--- src/rtl/sd_data_reader_4bit_if.sv ---
`default_nettype none
// ============================================================================
// Module      : sd_data_reader_4bit_if
// Description : Bus bundle for the 4-bit SD data block reader: control
//               (ena), card data lines and the received-byte/status outputs.
// Revision    : 1.0 - initial release
// ============================================================================
interface sd_data_reader_4bit_if #(
  parameter int ADDR_W = 9
);
  logic              ena;
  logic [3:0]        sd_dat;
  logic [7:0]        data_out;
  logic              data_valid;
  logic [ADDR_W-1:0] byte_addr;
  logic              complt;
  logic              crc_err;
  logic              frame_err;
  logic              timeout;

  // Controller / bench side: drives control and card lines, observes results
  modport master (
    output ena, sd_dat,
    input  data_out, data_valid, byte_addr, complt, crc_err, frame_err, timeout
  );

  // Reader side
  modport slave (
    input  ena, sd_dat,
    output data_out, data_valid, byte_addr, complt, crc_err, frame_err, timeout
  );
endinterface
`default_nettype wire

--- src/rtl/sd_data_reader_4bit.sv ---
`default_nettype none
// ============================================================================
// Module      : sd_data_reader_4bit
// Description : Receives one SD data block on DAT[3:0] (start nibble,
//               2*BLOCK_BYTES payload nibbles, CRC_WIDTH CRC bits per line,
//               end nibble) and emits the payload as a byte stream.
//               Optional macro SD_READER_CRC_CHECK_EN builds the per-line
//               CRC16 engines; without it crc_err is tied low.
// Revision    : 1.0 - initial release
// ============================================================================
module sd_data_reader_4bit #(
  parameter int BLOCK_BYTES    = 512,
  parameter int CRC_WIDTH      = 16,
  parameter int TIMEOUT_CYCLES = 65535
) (
  input  wire logic             clk,
  input  wire logic             rstn,
  sd_data_reader_4bit_if.slave  bus
);
  localparam int NIB_COUNT = 2 * BLOCK_BYTES;
  localparam int NW        = $clog2(NIB_COUNT);
  localparam int AW        = $clog2(BLOCK_BYTES);
  localparam int TW        = $clog2(TIMEOUT_CYCLES + 1);

  localparam logic [2:0] ST_IDLE       = 3'd0;
  localparam logic [2:0] ST_WAIT_START = 3'd1;
  localparam logic [2:0] ST_DATA       = 3'd2;
  localparam logic [2:0] ST_CRC        = 3'd3;
  localparam logic [2:0] ST_END        = 3'd4;
  localparam logic [2:0] ST_DONE       = 3'd5;

  logic [2:0]    state;
  logic [NW-1:0] nib_cnt;    // payload nibble index, reused as CRC bit index
  logic [TW-1:0] tmo_cnt;
  logic [TW-1:0] tmo_next;
  logic [3:0]    hi_nib;
  logic [7:0]    data_out;
  logic          data_valid;
  logic [AW-1:0] byte_addr;
  logic          complt;
  logic          frame_err;
  logic          timeout;

  assign tmo_next = tmo_cnt + TW'(1);

  // Frame sequencer: start detection, nibble pairing, CRC/end-bit timing
  always_ff @(posedge clk) begin
    if (!rstn || !bus.ena) begin
      state      <= ST_IDLE;
      nib_cnt    <= '0;
      tmo_cnt    <= '0;
      hi_nib     <= '0;
      data_out   <= '0;
      data_valid <= 1'b0;
      byte_addr  <= '0;
      complt     <= 1'b0;
      frame_err  <= 1'b0;
      timeout    <= 1'b0;
    end else begin
      data_valid <= 1'b0;
      case (state)
        ST_IDLE: begin
          tmo_cnt <= '0;
          state   <= ST_WAIT_START;
        end
        ST_WAIT_START: begin
          // Only an all-low bus is a start bit; partial lows keep waiting
          if (bus.sd_dat == 4'h0) begin
            nib_cnt <= '0;
            state   <= ST_DATA;
          end else begin
            tmo_cnt <= tmo_next;
            if (tmo_next == TW'(TIMEOUT_CYCLES)) begin
              timeout <= 1'b1;
              complt  <= 1'b1;
              state   <= ST_DONE;
            end
          end
        end
        ST_DATA: begin
          if (!nib_cnt[0]) begin
            hi_nib <= bus.sd_dat;
          end else begin
            data_out   <= {hi_nib, bus.sd_dat};
            byte_addr  <= nib_cnt[NW-1:1];
            data_valid <= 1'b1;
          end
          if (nib_cnt == NW'(NIB_COUNT - 1)) begin
            nib_cnt <= '0;
            state   <= ST_CRC;
          end else begin
            nib_cnt <= nib_cnt + NW'(1);
          end
        end
        ST_CRC: begin
          // Runs the full CRC length even when checking is not built
          if (nib_cnt == NW'(CRC_WIDTH - 1)) begin
            nib_cnt <= '0;
            state   <= ST_END;
          end else begin
            nib_cnt <= nib_cnt + NW'(1);
          end
        end
        ST_END: begin
          frame_err <= (bus.sd_dat != 4'hF);
          complt    <= 1'b1;
          state     <= ST_DONE;
        end
        ST_DONE: begin
          // Hold results until ena drops
        end
        default: state <= ST_IDLE;
      endcase
    end
  end

  assign bus.data_out   = data_out;
  assign bus.data_valid = data_valid;
  assign bus.byte_addr  = byte_addr;
  assign bus.complt     = complt;
  assign bus.frame_err  = frame_err;
  assign bus.timeout    = timeout;

`ifdef SD_READER_CRC_CHECK_EN
  localparam logic [CRC_WIDTH-1:0] CRC_POLY = CRC_WIDTH'(16'h1021);

  logic [3:0] line_mismatch;
  logic       crc_err;

  for (genvar i = 0; i < 4; i++) begin : g_crc_line
    logic [CRC_WIDTH-1:0] calc_crc;
    logic [CRC_WIDTH-1:0] rx_crc;
    logic                 feedback;

    assign feedback = calc_crc[CRC_WIDTH-1] ^ bus.sd_dat[i];

    // Serial CRC over the payload bits of this line, then capture of the sent CRC
    always_ff @(posedge clk) begin
      if (!rstn || !bus.ena) begin
        calc_crc <= '0;
        rx_crc   <= '0;
      end else if (state == ST_WAIT_START && bus.sd_dat == 4'h0) begin
        calc_crc <= '0;
        rx_crc   <= '0;
      end else if (state == ST_DATA) begin
        calc_crc <= {calc_crc[CRC_WIDTH-2:0], 1'b0} ^ (feedback ? CRC_POLY : '0);
      end else if (state == ST_CRC) begin
        rx_crc <= {rx_crc[CRC_WIDTH-2:0], bus.sd_dat[i]};
      end
    end

    assign line_mismatch[i] = (calc_crc != rx_crc);
  end

  // Latch the combined CRC verdict together with the end bit
  always_ff @(posedge clk) begin
    if (!rstn || !bus.ena) begin
      crc_err <= 1'b0;
    end else if (state == ST_END) begin
      crc_err <= |line_mismatch;
    end
  end

  assign bus.crc_err = crc_err;
`else
  assign bus.crc_err = 1'b0;
`endif
endmodule
`default_nettype wire
--- src/flat_wrapper.sv ---
// flat-port wrapper written by rule: the top's interface ports become plain ports
module sd_data_reader_4bit_flat 
#(
  parameter int BLOCK_BYTES    = 512,
  parameter int CRC_WIDTH      = 16,
  parameter int TIMEOUT_CYCLES = 65535
)
  (clk, rstn, bus_ena, bus_sd_dat, bus_data_out, bus_data_valid, bus_byte_addr, bus_complt, bus_crc_err, bus_frame_err, bus_timeout);
  sd_data_reader_4bit_if bus_i ();
  input  wire logic clk;
  input  wire logic rstn;
  input wire logic [$bits(bus_i.ena)-1:0] bus_ena;
  input wire logic [$bits(bus_i.sd_dat)-1:0] bus_sd_dat;
  output wire logic [$bits(bus_i.data_out)-1:0] bus_data_out;
  output wire logic [$bits(bus_i.data_valid)-1:0] bus_data_valid;
  output wire logic [$bits(bus_i.byte_addr)-1:0] bus_byte_addr;
  output wire logic [$bits(bus_i.complt)-1:0] bus_complt;
  output wire logic [$bits(bus_i.crc_err)-1:0] bus_crc_err;
  output wire logic [$bits(bus_i.frame_err)-1:0] bus_frame_err;
  output wire logic [$bits(bus_i.timeout)-1:0] bus_timeout;
  assign bus_i.ena = bus_ena;
  assign bus_i.sd_dat = bus_sd_dat;
  assign bus_data_out = bus_i.data_out;
  assign bus_data_valid = bus_i.data_valid;
  assign bus_byte_addr = bus_i.byte_addr;
  assign bus_complt = bus_i.complt;
  assign bus_crc_err = bus_i.crc_err;
  assign bus_frame_err = bus_i.frame_err;
  assign bus_timeout = bus_i.timeout;
  sd_data_reader_4bit #(.BLOCK_BYTES(BLOCK_BYTES), .CRC_WIDTH(CRC_WIDTH), .TIMEOUT_CYCLES(TIMEOUT_CYCLES)) u_core (.clk(clk), .rstn(rstn), .bus(bus_i));
endmodule
--- config.mk ---
export PLATFORM = sky130hd
export DESIGN_NAME = sd_data_reader_4bit_flat
export DESIGN_NICKNAME = d
export VERILOG_FILES = /design/src/rtl/sd_data_reader_4bit_if.sv /design/src/rtl/sd_data_reader_4bit.sv /design/src/flat_wrapper.sv
export SDC_FILE = /design/constraint.sdc
export NUM_CORES = 1
export LEC_CHECK = 0
export ABC_AREA = 0
export BUFFER_PORTS_ARGS = -buffer_cell sky130_fd_sc_hd__buf_2
export CAP_MARGIN = 20
export CORE_MARGIN = 3
export CORE_UTILIZATION = 50
export DETAILED_ROUTE_END_ITERATION = 7
export GPL_ROUTABILITY_DRIVEN = 0
export GPL_TIMING_DRIVEN = 0
export HOLD_SLACK_MARGIN = 0.12
export PLACE_DENSITY_LB_ADDON = 0.1
export SLEW_MARGIN = 10
export SYNTH_ARGS = -nofsm -noshare
export SYNTH_HDL_FRONTEND = slang
export SYNTH_SLANG_ARGS = --single-unit
--- constraint.sdc ---
create_clock -name clk -period 2.2 [get_ports clk]
set_input_delay 0.44 -clock clk [delete_from_list [all_inputs] [get_ports clk]]
set_output_delay 0.44 -clock clk [all_outputs]
set_load 0.05 [all_outputs]
==> results.toml <==
[run_status]
outcome = "completed"

[clocking]
cts_buffers = 5
clkLatencyLatePin_ns = 0.31
cts_num_sinks = 54
cts_tree = "built"
clk_pin_slew_ns = 0.11
h-tree-depth = 2
clockBufferDepth = 2
cts_hold_buffers = 0
root_buffer = "clkbuf_8"

[timing]
period_share = 0.938
slew_headroom = 0.638
tns_ns = 0
maxSlewViolCount = 0
setup_viol = 0
clock-skew-final_ns = 0.00869
tightest_slew_ns = 0.544
grt_setup_unrepaired = "no"
fmax_mhz = 485
fin_ws_ns = 0.137
period_minus_slack_ns = 2.06
whs_ns = 0.424
hold_viol = 0

[floorplanning]
die_w_um = 80.2
core_area_um2 = 5200
ios = 29
die_h_um = 80.2
dieArea_um2 = 6430
initial_core_util = 0.529
rows = 26

[yosys]
yosysTopAreaCellShare = 0.393
synth_top_family_by_area = "simple AND/OR/NAND/NOR gates"
synth_fa_ha_area_frac = 0.0136
synth_area_per_cell_um2 = 8.03
netlist_area_um2 = 2750
synthSimpleGateAreaFrac = 0.311
synthXorXnorAreaFrac = 0.0255
synth_edf_count = 0
synth_seq_cells = 54
synthMuxAreaShare = 0.0145
async_flop_share = 0
yosysMostFrequentCell = "dfxtp_1"
synth_area_leaders = "dfxtp_1, a21oi_1, nand2_1"
syn-num-nets = 353
yosys.area.top_type = "dfxtp_1"
seq_area_frac_synth = 0.393
synth_cell_type_count = 55
synth_warnings = 0
synth_compound_area_frac = 0.199
netlist_top_cells_count = "dfxtp_1, nand2_1, a21oi_1"
synthCells = 343
synth_flop_cell = "dfxtp_1"

[worst_setup_path]
slowest_delay_ns = 0.47
crit_slowest_cell = "dfxtp_1"
critical_path_required_ns = 2.45
critPathKind = "flip-flop to flip-flop"
worstPathMaxFanout = 9
endpoint_kind = "flip-flop"
cp-start-kind = "flip-flop"
cp.arrival_ns = 2.31
crit_chain = "ha_2 -> nand3_2 -> o32a_1 -> o22ai_1 -> nand4_1 -> o21ai_2"

[final_layout]
drive_gt1_frac = 0.164
fin_nets = 387
syn_to_final_growth_pct = 12.9
fin_cells = 448
multi_input_area_um2 = 1570
nFillCells = 510
seqCellArea_um2 = 1080
num_antenna_cells = 0

[route]
wl_um = 6280
via_count = 2534
drtIter0Drc = 217
antenna_left = 0
wire_per_inst_um = 14.0
dr.pass1.iters = 4
via_per_inst = 5.66
drc = 0

[global_route]
grt_usage = 0.202
grt_max_degree = 19
overflow = 0
grt_pass1_vias = 2164
grt_pass1_wl_um = 10400
antenna_found_initial = 0

[power]
irDropWorstVdd_v = 0.000321
powerDensity_nw_per_um2 = 575
p_total_mw = 1.79
p_leak_nw = 1.01

[job]
maxCapViolCount = 0

[place]
hpwl_um = 4560
pre_cts_ws_ns = 0.0448
port-buffer-count = 27
placed_cells = 440

[hold_path]
hold_class = "input pin to flip-flop"
[area by class of cell]
| type | count | share of cell area |
|---|---|---|
| multi-input combinational | 264 | 0.506 |
| sequential | 54 | 0.348 |
| timing repair buffer | 27 | 0.0435 |
| buffer | 23 | 0.0346 |
| tap | 70 | 0.0282 |
| clock buffer | 5 | 0.0221 |
| clock inverter | 3 | 0.0153 |
| inverter | 2 | 0.00242 |
[power breakdown]
part	leakage (nW)	switching, mW	internal [mW]	total (mW)
clock network	0.0591	0.348	0.348	0.695
registers	0.435	0.00295	0.980	0.983
logic	0.517	0.0784	0.0307	0.109
[path summary, 6_finish.rpt]
kind | startpoint | endpoint | slack [ns] | cells after the start
worst max-delay path | u_core.tmo_cnt[1] | u_core.state[2] | 0.14 | 6
worst min-delay path | bus_sd_dat[3] | u_core.bus.data_out[3] | 0.42 | 3
worst min register to register | u_core.bus.data_out[0] | u_core.bus.data_out[0] | 0.46 | 2
worst max register to register | u_core.tmo_cnt[1] | u_core.state[2] | 0.14 | 6
[per-stage QoR]
| step | util | area (um^2) |
|---|---|---|
| final | 0.597 | 3110 |
| after global routing | 0.597 | 3110 |
| after CTS | 0.594 | 3090 |
| after detailed placement | 0.572 | 2980 |
| after global placement | 0.572 | 2980 |
| after floorplan | - | 2750 |
[critical path, delay by kind of cell, from the launching register on]
family | cells | cell delay, ns
AND/OR/NAND/NOR | 2 | 0.44
adder cells (fa/ha/maj) | 1 | 0.29
flip-flops | 1 | 0.47
AO/OA/AOI/OAI | 3 | 0.80
[repair_timing]
| action | CTS | global route |
|---|---|---|
| buffers inserted | 0 | 0 |
| gates resized for setup | 0 | 4 |
| setup endpoints to repair | 0 | 13 |
[state kept, by name, summed over array words and instances, names as in the netlist]
register               count
u_core.bus.frame_err       1
u_core.bus.complt          1
u_core.state               3
u_core.tmo_cnt            16
u_core.bus.byte_addr       9
u_core.bus.timeout         1
u_core.bus.data_out        8
u_core.hi_nib              4
u_core.bus.data_valid      1
u_core.nib_cnt            10
[cells by family after synthesis]
family / count (synthesis)
other cells: 1
flops: 54
compound gates: 89
xor+xnor: 8
mux: 4
buf+inv: 25
simple gates: 159
fa+ha+maj: 3
[cell usage in the layout (no fill, tap or decap), drive strengths merged, types with 3 or more instances in the layout]
cell     n
nor3    12
inv      4
and4     3
dfxtp   54
nand2   50
and2     4
mux2i    4
nor2    36
o22ai    4
o21ai   22
nand2b   5
xnor2    8
nand3b   5
nand3    9
buf     40
nand4   10
nor4     5
a311oi   4
nor3b    3
or4      4
ha       3
clkbuf  15
nor2b    4
a21oi   45
[per-layer routing]
layer / GRT usage / share of wire
met4: 0.0591 / 0.0073
met3: 0.0392 / 0.060
met5: 0 / 0
met1: 0.309 / 0.51
met2: 0.284 / 0.42
Power figures use the tool's default switching activity.
